[src/rtl/opr_dispatch_pkg.sv]
// Shared selector constants and decode helpers for the operand dispatcher.
// The broadcast code depends on the selector width, so it is produced by a function.
package opr_dispatch_pkg;

    localparam int unsigned SEL_NOP = 0;

    typedef enum logic [1:0] {
        SelNop,
        SelUnicast,
        SelBcast,
        SelIllegal
    } sel_class_e;

    function automatic int unsigned sel_bcast(input int unsigned sel_w);
        return (32'd1 << sel_w) - 32'd1;
    endfunction

    function automatic sel_class_e decode_sel(input int unsigned sel,
                                              input int unsigned sel_w,
                                              input int unsigned num_ch);
        if (sel == SEL_NOP) return SelNop;
        if (sel == sel_bcast(sel_w)) return SelBcast;
        if (sel <= num_ch) return SelUnicast;
        return SelIllegal;
    endfunction

endpackage

[src/rtl/operand_slot.sv]
// One-entry valid/ready holding register for a single destination channel.
// With ZERO_IDLE set, the data register is cleared whenever the slot empties.
module operand_slot #(
    parameter int unsigned DATA_W    = 8,
    parameter int unsigned ZERO_IDLE = 1
) (
    input  logic              clk,
    input  logic              rst_n,
    input  logic              load_i,
    input  logic [DATA_W-1:0] data_i,
    input  logic              ready_i,
    output logic              valid_o,
    output logic [DATA_W-1:0] data_o
);

    logic              valid_q, valid_d;
    logic [DATA_W-1:0] data_q, data_d;

    always_comb begin
        valid_d = valid_q;
        data_d  = data_q;
        if (valid_q && ready_i) begin
            valid_d = 1'b0;
        end
        // A load in the drain cycle wins, keeping the slot full back to back.
        if (load_i) begin
            valid_d = 1'b1;
            data_d  = data_i;
        end else if (!valid_d && ZERO_IDLE != 0) begin
            data_d = '0;
        end
    end

    always_ff @(posedge clk) begin
        if (!rst_n) begin
            valid_q <= 1'b0;
            data_q  <= '0;
        end else begin
            valid_q <= valid_d;
            data_q  <= data_d;
        end
    end

    assign valid_o = valid_q;
    assign data_o  = data_q;

endmodule

[src/rtl/operand_dispatch.sv]
// Routes one operand per cycle to a channel slot, to all slots, or drops it.
// Only in_ready is combinational; every other output comes straight from a register.
module operand_dispatch
    import opr_dispatch_pkg::*;
#(
    parameter int unsigned DATA_W    = 8,
    parameter int unsigned NUM_CH    = 4,
    parameter int unsigned SEL_W     = 3,
    parameter int unsigned ZERO_IDLE = 1
) (
    input  logic                     clk,
    input  logic                     rst_n,
    input  logic                     in_valid,
    output logic                     in_ready,
    input  logic [DATA_W-1:0]        in_operand,
    input  logic [SEL_W-1:0]         in_sel,
    output logic [NUM_CH-1:0]        ch_valid,
    input  logic [NUM_CH-1:0]        ch_ready,
    output logic [NUM_CH*DATA_W-1:0] ch_operand,
    output logic                     err_illegal,
    output logic [7:0]               drop_cnt
);

    sel_class_e        sel_cls;
    logic [NUM_CH-1:0] uni_hit;
    logic [NUM_CH-1:0] slot_free;
    logic [NUM_CH-1:0] slot_load;
    logic              xfer;
    logic              err_q, err_d;
    logic [7:0]        drop_q, drop_d;

    assign sel_cls = decode_sel(32'(in_sel), SEL_W, NUM_CH);

    for (genvar k = 0; k < NUM_CH; k++) begin : g_ch
        assign uni_hit[k]   = (in_sel == SEL_W'(k + 1));
        assign slot_free[k] = !ch_valid[k] || ch_ready[k];
        assign slot_load[k] = xfer && ((sel_cls == SelUnicast && uni_hit[k]) ||
                                       sel_cls == SelBcast);

        operand_slot #(
            .DATA_W    (DATA_W),
            .ZERO_IDLE (ZERO_IDLE)
        ) u_slot (
            .clk     (clk),
            .rst_n   (rst_n),
            .load_i  (slot_load[k]),
            .data_i  (in_operand),
            .ready_i (ch_ready[k]),
            .valid_o (ch_valid[k]),
            .data_o  (ch_operand[k*DATA_W +: DATA_W])
        );
    end

    always_comb begin
        in_ready = 1'b0;
        if (rst_n) begin
            unique case (sel_cls)
                SelUnicast: in_ready = |(uni_hit & slot_free);
                SelBcast:   in_ready = &slot_free;
                default:    in_ready = 1'b1;
            endcase
        end
    end

    assign xfer = in_valid && in_ready;

    always_comb begin
        err_d  = xfer && (sel_cls == SelIllegal);
        drop_d = drop_q;
        if (xfer && (sel_cls == SelNop || sel_cls == SelIllegal) && drop_q != 8'hFF) begin
            drop_d = drop_q + 8'd1;
        end
    end

    always_ff @(posedge clk) begin
        if (!rst_n) begin
            err_q  <= 1'b0;
            drop_q <= 8'd0;
        end else begin
            err_q  <= err_d;
            drop_q <= drop_d;
        end
    end

    assign err_illegal = err_q;
    assign drop_cnt    = drop_q;

endmodule

[config.mk]
export PLATFORM = sky130hd
export DESIGN_NAME = operand_dispatch
export DESIGN_NICKNAME = d
export VERILOG_FILES = /design/src/rtl/opr_dispatch_pkg.sv /design/src/rtl/operand_slot.sv /design/src/rtl/operand_dispatch.sv
export SDC_FILE = /design/constraint.sdc
export NUM_CORES = 1
export LEC_CHECK = 0
export ABC_AREA = 1
export ABC_CLOCK_PERIOD_IN_PS = 5400
export CAP_MARGIN = 30
export CORE_MARGIN = 1.5
export CORE_UTILIZATION = 50
export DETAILED_ROUTE_END_ITERATION = 7
export PLACE_DENSITY = 0.95
export SETUP_SLACK_MARGIN = 0.5
export SKIP_CTS_REPAIR_TIMING = 1
export SLEW_MARGIN = 5
export SYNTH_ARGS = -nofsm -noshare
export SYNTH_HDL_FRONTEND = slang
export SYNTH_SLANG_ARGS = --single-unit
[constraint.sdc]
create_clock -name clk -period 5.4 [get_ports clk]
set_input_delay 0.81 -clock clk [delete_from_list [all_inputs] [get_ports clk]]
set_output_delay 0.81 -clock clk [all_outputs]
set_load 0.005 [all_outputs]
# Word-level counts from Yosys, hierarchy flattened
# Index checks and enable logic that the tools add are counted.
# totals
register_bits	45
input_bits	18
out_inout_bits	46
elab_cells	89
# classes
n_eq_ne	13
n_lt_le_gt_ge	1
reduce_logical	33
addsub	1
n_bitwise	1
n_mux	30
# op_table
cell	n
8-bit 2-to-1 mux	8
1-bit logical AND	16
1-bit 2-to-1 mux	15
2-bit 2-to-1 mux	6
1-bit logical OR	9
8-bit by 1-bit adder with 8-bit output, second input constant	1
2-bit by 1-bit != test with 1-bit output, second input constant	4
8-bit != test, second input constant	1
3-bit by 2-bit equality test with 1-bit output, second input constant	2
3-bit equality test, second input constant	2
4-bit AND	1
2-bit equality test, second input constant	2
1-bit zero test	4
4-bit AND reduction	1
4-bit OR reduction	1
3-bit by 1-bit equality test with 1-bit output, second input constant	1
3-bit less-or-equal comparator, second input constant	1
3-bit zero test	1
2-bit by 1-bit equality test with 1-bit output, second input constant	1
2-bit zero test	1
1-bit case mux with 2 select lines	1

# Longest topological paths before layout
# Gate-level depths: netlist of the first run.
# depth
word_depth	14
mapped_depth	17
mapped_depth_nobuf	16

# Modules after synthesis
# A second synthesis of the first run with hierarchy kept.
# unflattened
hier_cells	283
hier_area_um2	2083.2
# modules_own_cells
module	area_per_inst_um2	seq_area_each_um2	n_inst	cells_per_inst
operand_slot	336.6	180.2	4	40
operand_dispatch	737.0	180.2	1	123

# Worst setup path before layout of the first run
# No wires, ideal clock.
# synth_timing
kind	input-to-output
start	input port in_sel[1]
end	output port in_ready
t_arrival_ns	2.221
required_ns	4.590
path_stages	14
setup_slack_ns	2.369
cell_sequence	nor2_1 > inv_1 > o21ai_0 > inv_1 > ha_1 > nand2_1 > clkinv_1 > nand2_1 > a21oi_2 > nand2_1 > nand3_4 > nand2_2 > clkinv_2 > buf_6
# synth_between
elab_chain_len	10
word_cells_on_any_way	24
# synth_rtl
element	line_no	source
start: declaration	operand_dispatch.sv:16	input logic [SEL_W-1:0] in_sel,
3-bit less-or-equal comparator	opr_dispatch_pkg.sv:23	if (sel <= num_ch) return SelUnicast;
1-bit 2-to-1 mux (2 in a row)	opr_dispatch_pkg.sv:23	
1-bit 2-to-1 mux	opr_dispatch_pkg.sv:22	if (sel == sel_bcast(sel_w)) return SelBcast;
2-bit 2-to-1 mux	opr_dispatch_pkg.sv:24	return SelIllegal;
2-bit 2-to-1 mux	opr_dispatch_pkg.sv:23	
2-bit 2-to-1 mux	opr_dispatch_pkg.sv:22	
2-bit equality test or 2-bit by 1-bit equality test with 1-bit output (tied branches)	operand_dispatch.sv:57	unique case (sel_cls)
1-bit case mux with 2 select lines *	operand_dispatch.sv:57	
1-bit 2-to-1 mux *	operand_dispatch.sv:56	if (rst_n) begin
end: declaration	operand_dispatch.sv:14	output logic in_ready,
# Every way passes the cells marked *; elsewhere a longest branch is shown, timed or not. The select of a mux whose other input is x is not followed.

# Final worst setup path of the first run
# Ends and elaborated chain as after synthesis.

==> results.ini, run 1 <==
[final_layout]
drive_gt1_frac = 0.06886
final_nets = 354
multi_input_area_um2 = 978.4
design_area_mm2 = 0.002758
regArea_um2 = 900.9
post-route-util = 0.6944
antennaDiodeCount = 0
nFillCells = 314
final_cell_mix = clkdlybuf4s50_1 (63), nand2_1 (53), dfxtp_1 (45), nand3_1 (41), a21oi_1 (40)
final_common_cell = clkdlybuf4s50_1
area_growth_pct = 33.58
fin_cells = 384

[sta]
max_freq_ghz = 0.2302
rsz0062_at_grt = false
period_share = 0.8045
skew_ps = 10.60
setup_viol = 0
hold_viol_final = 0
slew_violations = 0
fin_crit_ps = 4344
relSlewSlack = 0.3907
final.setup.tns_ps = 0
worst_pin_slew_ps = 908.4

[pwr]
peakVddDrop_mv = 0.1677
finalPower_w = 0.0006235
leakage_nw = 1.005
powerDensity_mw_per_mm2 = 226.1

[grt]
grt_pass1_wl_mm = 8.411
antenna_found_initial = 0
grt_pass1_vias = 1870
grt_overflow = 0
grt_max_degree = 36
grt_use_total = 0.2474

[worst_hold_path]
hp-class = reg2reg
hold_depth = 2

[routing]
vias = 2140
vias_per_cell = 5.573
drtPass1Iterations = 6
antenna_left = 0
wire_per_inst_um = 14.09
wl_met3_um = 430
wl_met2_mm = 2.633
met1_length_mm = 2.228
wl_mm = 5.410
drc = 0
highest_layer = met4
drt-initial-drc-count = 229

[synth]
synth_nets = 298
ys_seq_area_frac = 0.4364
syn_area_per_cell_um2 = 7.453
synth.distinct_cells = 25
ys_seq_elements = 45
synthCells = 277
synth_warnings = 0
syn_area_mm2 = 0.002064

[cts]
cts-root-buf = clkbuf_8
cts_made_buffers = 5
clock_latency_ps = 310
cts_tree = done
clk_path_buf_depth = 2
cts.sinks = 45
htreeDepth = 2
path_clk_slew_ps = 80

[worst_setup_path]
required_ps = 4590
worst-path-max-fanout = 19
worstSetupPathType = in2out
cp.arrival_ps = 3530
critPathLaunchType = input port
reg2reg_depth = 9
endpoint_kind = output pin

[die]
die_h_um = 67.26
initial_core_util = 0.5198
rows = 23
die_w_um = 67.26
dieArea_mm2 = 0.004523
core_mm2 = 0.003971
num_io_pins = 64

[placement]
port_buffers = 63
dpl-instance-area_mm2 = 0.002671
gp_congestion = 0.8207
dp_hpwl_mm = 3.868
dp.cells = 376

[outcome]
outcome = completed

[job]
drv_cap = 0

==> per-stage QoR <==
stage	setup WS, ps	hold WS [ps]
3_3_place_gp	1302	457.0
2_1_floorplan	2369	460.5
4_1_cts	1083	478.2
6_report	1056	474.1
5_1_grt	862.6	499.7
3_5_place_dp	1082	467.2
==> metal layers <==
| layer | vias up | global-route usage |
|---|---|---|
| met2 | 99 | 0.4134 |
| li1 | 1040 | - |
| met1 | 989 | 0.3137 |
| met4 | 0 | 0.09184 |
| met5 | - | 0 |
| met3 | 12 | 0.05333 |
==> synthesized netlist by cell type, drive strengths merged <==
cell | count | share of area
ha | 3 | 0.018
inv | 23 | 0.042
clkinv | 3 | 0.0061
o21a | 1 | 0.0036
nor2 | 28 | 0.059
clkbuf | 5 | 0.0091
nand2 | 54 | 0.099
nand4 | 18 | 0.062
dfxtp | 45 | 0.44
nand3 | 44 | 0.12
xnor2 | 1 | 0.0042
o21ai | 2 | 0.0048
a21oi | 41 | 0.10
buf | 9 | 0.033
==> worst paths after layout <==
path | startpoint | slack [ps] | endpoint
worst min register to register | g_ch[0].u_slot.data_o[2] | 470 | g_ch[0].u_slot.data_o[2]
worst min-delay path | g_ch[0].u_slot.data_o[2] | 470 | g_ch[0].u_slot.data_o[2]
worst max-delay path | in_sel[1] | 1060 | in_ready
worst max register to register | g_ch[1].u_slot.valid_o | 3580 | g_ch[1].u_slot.data_o[3]
==> layout make-up <==
type,count,share of cell area
inverters,26,0.03584
multi-input cells,192,0.3548
repair buffers,63,0.2287
clock buffers,5,0.02495
clock inverters,3,0.006352
flip-flops and latches,45,0.3267
well taps,50,0.02269
==> state kept, by name (all words and copies together) (netlist names) <==
| name | count |
|---|---|
| g_ch.u_slot.valid_o | 4 |
| err_illegal | 1 |
| g_ch.u_slot.data_o | 32 |
| drop_cnt | 8 |
==> report_power, final <==
| part | leakage, nW | internal, W | switching, W |
|---|---|---|---|
| combinational | 0.598 | 0.0000310 | 0.0000471 |
| clock | 0.0439 | 0.0000894 | 0.000117 |
| sequential | 0.363 | 0.000335 | 0.00000350 |
==> critical path: stages <==
cell	delay (ps)
clkdlybuf4s50_1	500
nor2_1	210
inv_1	80
o21ai_0	220
inv_1	110
ha_1	230
nand2_1	70
clkinv_1	60
nand2_1	110
a21oi_2	60
nand2_1	110
nand3_4	110
nand2_2	80
clkinv_2	230
clkdlybuf4s50_1	520
==> cells by family (layout without fill, tap and decap cells) <==
group,count (synthesis),after routing,share of synthesized area
simple gates,144,144,0.3418
flops,45,45,0.4364
compound gates,44,44,0.1097
buf+inv,40,97,0.08969
fa+ha+maj,3,3,0.01818
xor+xnor,1,1,0.004243
Power figures use the tool's default switching activity.
==> run 2: changes to the inputs <==
ABC_CLOCK_PERIOD_IN_PS = 3900   (was 5400)
CORE_UTILIZATION = 42   (was 50)
PLACE_DENSITY = 0.87   (was 0.95)
clock period = 3.9 ns   (was 5.4 ns; I/O delays follow)
==> run 2 against run 1 <==
  * Combinational power is 43% higher
  * Global-route usage is 3.6 points lower
  * Critical path depth stayed put
  * Design area is 2.3% higher
  * Count of clock-buffer cells in the layout is 1 higher
  * Utilization is 9.7 points lower
  * Via count is 2.0% lower
  * Routed wire length is 1.1% higher
  * Non-clock buffer count is 3 higher
  * First-iteration DRC count is 33% lower
  * Register-to-register slack worse by 1400 ps
==> results.ini, run 2 (same netlist as run 1, synthesis figures left out) <==
[pwr]
powerDensity_mw_per_mm2 = 313.5  ; +39%
peakVddDrop_mv = 0.2353  ; +40%
finalPower_w = 0.0008846  ; +42%
leakage_nw = 1.055  ; +4.9%

[final_layout]
antennaDiodeCount = 0  ; unchanged
drive_gt1_frac = 0.08012  ; +0.01126
final_cell_mix = clkdlybuf4s50_1 (60), nand2_1 (53), dfxtp_1 (45), nand3_1 (41), a21oi_1 (40)
area_growth_pct = 36.67
nFillCells = 421  ; +34%
largest_reg_flops = 32  ; unchanged
final_nets = 357  ; +0.85%
final_common_cell = clkdlybuf4s50_1
design_area_mm2 = 0.002821  ; +2.3%

[cts]
cts.sinks = 45  ; unchanged
cts_made_buffers = 5  ; unchanged
path_clk_slew_ps = 80  ; about the same
cts-root-buf = clkbuf_8
clock_latency_ps = 300  ; about the same
cts_tree = done
htreeDepth = 2  ; unchanged
clk_path_buf_depth = 2  ; unchanged

[routing]
wl_mm = 5.470  ; +1.1%
vias = 2098  ; -2.0%
wire_per_inst_um = 13.54  ; -3.9%
drc = 0  ; unchanged
vias_per_cell = 5.193  ; -6.8%
drt-initial-drc-count = 153  ; -33%
antenna_left = 0  ; unchanged
drtPass1Iterations = 4  ; -2

[sta]
fin_crit_ps = 3182
rsz0062_at_grt = false
period_share = 0.8160
relSlewSlack = 0.4138  ; +0.02313
worst_slack_ps = 717.6  ; -338.1 ps
max_freq_ghz = 0.3142
skew_ps = 15.19  ; +4.588 ps
final.setup.tns_ps = 0  ; unchanged
slew_violations = 0  ; unchanged
hold_viol_final = 0  ; unchanged
setup_viol = 0  ; unchanged
worst_pin_slew_ps = 876.6  ; -31.83 ps

[worst_setup_path]
cp.arrival_ps = 2600  ; -930 ps
endpoint_kind = output pin
critPathLaunchType = input port
worst-path-max-fanout = 5  ; -14
startpoint = in_sel[0]
r2r-start = g_ch[1].u_slot.valid_o
required_ps = 3310  ; -1280 ps
reg2reg_setup_slack_ps = 2140  ; -1440 ps
r2r_end = g_ch[1].u_slot.data_o[0]
worstSetupPathType = in2out
reg2reg_depth = 10  ; +1

[grt]
grt_pass1_wl_mm = 8.714  ; +3.6%
grt_pass1_vias = 1838  ; -1.7%
grt_overflow = 0  ; unchanged
grt_use_total = 0.2115  ; -0.03591
antenna_found_initial = 0  ; unchanged
grt_max_degree = 36  ; unchanged

[die]
dieArea_mm2 = 0.005345  ; +18%
num_io_pins = 64  ; unchanged
initial_core_util = 0.4371  ; -0.08276
core_mm2 = 0.004723  ; +19%
die_h_um = 73.11  ; +8.7%
rows = 25  ; +8.7%
die_w_um = 73.11  ; +8.7%

[placement]
gp_congestion = 0.9854  ; +20%
dp_hpwl_mm = 3.877  ; +0.26%
port_buffers = 63  ; unchanged
dpl-instance-area_mm2 = 0.002715  ; +1.6%
dp_slack_ps = 358.7  ; -723.2 ps

[worst_hold_path]
hp-class = reg2reg
hold_depth = 2  ; unchanged
holdPathEnd = g_ch[0].u_slot.data_o[4]
hp-start = g_ch[0].u_slot.data_o[4]

[outcome]
outcome = completed

[job]
drv_cap = 0  ; unchanged

-- run 2: cell types whose count changed in the layout (fill, tap and decap cells not counted), sizes merged --
cell           previous run  this run
dlymetal6s2s              0         3
clkdlybuf4s50            63        60
buf                       0         3
clkbuf                    5         6
clkinvlp                  1         0
-- run 2: worst max-delay path by stage --
| stage | end | slack (ps) |
|---|---|---|
| floorplan | in_ready | 1320 |
| global placement | in_ready | 470 |
| detailed placement | in_ready | 360 |
| CTS | in_ready | 340 |
| global route | in_ready | 510 |
| finish | in_ready | 720 |
-- run 2: routing by layer --
metal | share of wire | track usage | up-vias
met2 | 0.48 | 0.3323 | 86
met5 | 0 | 0 | -
li1 | - | - | 1040
met3 | 0.060 | 0.03453 | 21
met1 | 0.43 | 0.2808 | 951
met4 | 0.030 | 0.1048 | 0
-- run 2: area by class of cell --
cell class | count | area [um^2] | area share
Clock inverter | 2 | 13.76 | 0.004878
Sequential cell | 45 | 900.9 | 0.3193
Timing Repair Buffer | 66 | 660.6 | 0.2341
Tap cell | 67 | 83.83 | 0.02971
Multi-Input combinational cell | 192 | 980.9 | 0.3477
Inverter | 26 | 98.84 | 0.03503
Clock buffer | 6 | 82.58 | 0.02927
-- run 2: metrics by stage --
stage | std cells | hold slack, ps | util
2_1_floorplan | 277 | 460.5 | -
3_3_place_gp | 396 | 456.7 | 0.5748
3_5_place_dp | 396 | 461.2 | 0.5748
4_1_cts | 404 | 476.1 | 0.5952
5_1_grt | 404 | 501.4 | 0.5974
6_report | 404 | 471.5 | 0.5974
-- run 2: power by group --
group          switching (W)  internal, W
combinational      0.0000669    0.0000452
sequential        0.00000476     0.000464
clock               0.000160     0.000144
total               0.000231     0.000653
-- run 2: worst max-delay path, cell delays in order --
cell	delay (ps)
dlymetal6s2s_1	180
nor2_2	180
inv_1	70
o21ai_0	160
inv_1	80
ha_1	230
nand2_1	70
clkinv_1	50
nand2_1	110
nand2_1	80
nand2_1	110
nand3_4	120
nand2_2	80
clkinv_2	60
clkdlybuf4s50_1	440
==> run 3: changes to the inputs <==
ABC_CLOCK_PERIOD_IN_PS = 2750   (was 3900)
clock period = 2.75 ns   (was 3.9 ns; I/O delays follow)
==> run 3 against run 2 <==
  * Die area is the same
  * Sequential power grew 42%
  * Routed wire length grew 1.5%
  * Total power grew 52%
  * Critical path depth is the same
  * First-iteration DRC count grew 52%
  * Final cell count grew 2.7%
  * Global-route usage shrank 0.088 points
  * Count of clock-buffer cells in the layout shrank 1
  * Clock skew shrank 6.5 ps
  * Register-to-register slack lost 1100 ps
==> results.ini, run 3 (same netlist as run 1, synthesis figures left out) <==
[routing]
drt-initial-drc-count = 233  ; +52%
wl_mm = 5.552  ; +1.5%
drtPass1Iterations = 4  ; unchanged
drc = 0  ; unchanged
wire_per_inst_um = 13.38  ; -1.2%
antenna_left = 0  ; unchanged
vias = 2145  ; +2.2%
vias_per_cell = 5.169  ; -0.47%

[grt]
grt_pass1_wl_mm = 8.700  ; -0.16%
grt_overflow = 0  ; unchanged
grt_max_degree = 36  ; unchanged
antenna_found_initial = 0  ; unchanged
grt_pass1_vias = 1934  ; +5.2%
grt_use_total = 0.2106  ; -0.0008847

[worst_setup_path]
crit_path_top_delay_cell = ha_4
required_ps = 2340  ; -970 ps
cp_common_cell = nand2_2
worstSetupPathType = in2out
cp.arrival_ps = 1730  ; -870 ps
critPathLaunchType = input port
r2r-start = g_ch[1].u_slot.valid_o
reg2reg_setup_slack_ps = 1000  ; -1140 ps
reg2reg_depth = 11  ; +1
crit_chain = dlymetal6s2s_1, buf_6, nand3_2, o21ai_1, inv_1, ha_4, nand2_2, inv_2, nand2_4, a21oi_2, nand2_2, nand3_4, nand2_2, clkinv_2, clkbuf_2
max_stage_delay_ps = 170  ; -270 ps
worst-path-max-fanout = 4  ; -1
r2r_end = drop_cnt[7]
endpoint_kind = output pin

[placement]
dp.cells = 407  ; +2.8%
dpl-instance-area_mm2 = 0.002798  ; +3.0%
dp_hpwl_mm = 3.980  ; +2.6%
gp_congestion = 0.8794  ; -11%
dp_slack_ps = -189.7  ; -548.5 ps
port_buffers = 63  ; unchanged

[final_layout]
largest_reg_flops = 32  ; unchanged
final_nets = 368  ; +3.1%
antennaDiodeCount = 0  ; unchanged
area_growth_pct = 42.85
drive_gt1_frac = 0.1408  ; +0.06069
design_area_mm2 = 0.002949  ; +4.5%
post-route-util = 0.6244  ; +0.02702
final_cell_mix = clkdlybuf4s50_1 (59), nand2_1 (49), dfxtp_1 (45), nand3_1 (41), a21oi_1 (40)
fin_cells = 415  ; +2.7%
final_common_cell = clkdlybuf4s50_1

[pwr]
seqPwrFrac = 0.494  ; -0.036
powerDensity_mw_per_mm2 = 456.6  ; +46%
p_sw_w = 0.0003384  ; +46%
leakage_nw = 1.119  ; +6.1%
peakVddDrop_mv = 0.2719  ; +16%
switching_share = 0.2513  ; -0.01023
pwr-share-comb = 0.133  ; +0.006
clkPwrFrac = 0.373  ; +0.030
p_int_w = 0.001008  ; +54%

[cts]
htreeDepth = 2  ; unchanged
cts_tree = done
path_clk_slew_ps = 80  ; about the same
cts.sinks = 45  ; unchanged
cts-root-buf = clkbuf_8
clk_path_buf_depth = 2  ; unchanged
cts_made_buffers = 5  ; unchanged
clock_latency_ps = 290  ; about the same

[sta]
relSlewSlack = 0.5535  ; +0.1397
skew_ps = 8.738  ; -6.454 ps
worst_pin_slew_ps = 669.7  ; -206.8 ps
rsz0062_at_grt = false
max_freq_ghz = 0.4666
hold_viol_final = 0  ; unchanged
setup_viol = 0  ; unchanged
worst_slack_ps = 606.9  ; -110.7 ps
fin_crit_ps = 2143
whs_ps = 471.0  ; -0.4810 ps
period_share = 0.7793
slew_violations = 0  ; unchanged

[die]
core_mm2 = 0.004723  ; unchanged
initial_core_util = 0.4371  ; unchanged
num_io_pins = 64  ; unchanged
rows = 25  ; unchanged
die_w_um = 73.11  ; unchanged
dieArea_mm2 = 0.005345  ; unchanged
die_h_um = 73.11  ; unchanged

[worst_hold_path]
hp-class = reg2reg
hold_depth = 2  ; unchanged
hp-start = g_ch[0].u_slot.data_o[5]
holdPathEnd = g_ch[0].u_slot.data_o[5]

[job]
drv_cap = 0  ; unchanged

[outcome]
outcome = completed

## run 3: cell type report
type                            instances  area (um^2)
Tap cell                               67        83.83
Fill cell                             407         1774
Clock inverter                          3        46.29
Timing Repair Buffer                   77        734.5
Sequential cell                        45        900.9
Inverter                               26        101.3
Multi-Input combinational cell        192         1013
Clock buffer                            5        68.82
## run 3: worst max path at each step
stage,to,start,slack (ps),cells past startpoint
2_1_floorplan,in_ready,in_sel[1],510,14
3_3_place_gp,in_ready,in_sel[0],-160,15
3_5_place_dp,in_ready,in_sel[0],-190,15
4_1_cts,in_ready,in_sel[0],-200,15
5_1_grt,in_ready,in_sel[1],500,15
6_report,in_ready,in_sel[1],610,15
## run 3: metal layers
layer  vias to the layer above  share of wire  GRT usage  wire length (um)
met5                         -              0          0                 0
met1                       988           0.44     0.2804              2448
met2                        73           0.48     0.3273              2682
met3                        17          0.049    0.03177               271
met4                         0          0.027     0.1132               149
li1                       1067              -          -                 -
## run 3: per-stage QoR
stage	setup TNS [ps]	power, W
2_1_floorplan	0	0.0007662
3_3_place_gp	-162.8	0.0008473
3_5_place_dp	-189.7	0.0008505
4_1_cts	-203.3	0.001348
5_1_grt	0	0.001401
6_report	0	0.001347
## run 3: power by group through the flow
stage / Clock [W] / Sequential [W] / Combinational (W)
finish: 0.000502 / 0.000665 / 0.000180
global route: 0.000540 / 0.000666 / 0.000195
CTS: 0.000512 / 0.000665 / 0.000171
detailed placement: 0 / 0.000680 / 0.000170
global placement: 0 / 0.000680 / 0.000167
floorplan: 0 / 0.000679 / 0.0000871
## run 3: worst max-delay path: cells and delay by family
kind,cells,cell delay (ps)
AO/OA/AOI/OAI,2,200
buffers and inverters,6,600
adder cells (fa/ha/maj),1,170
AND/OR/NAND/NOR,6,340
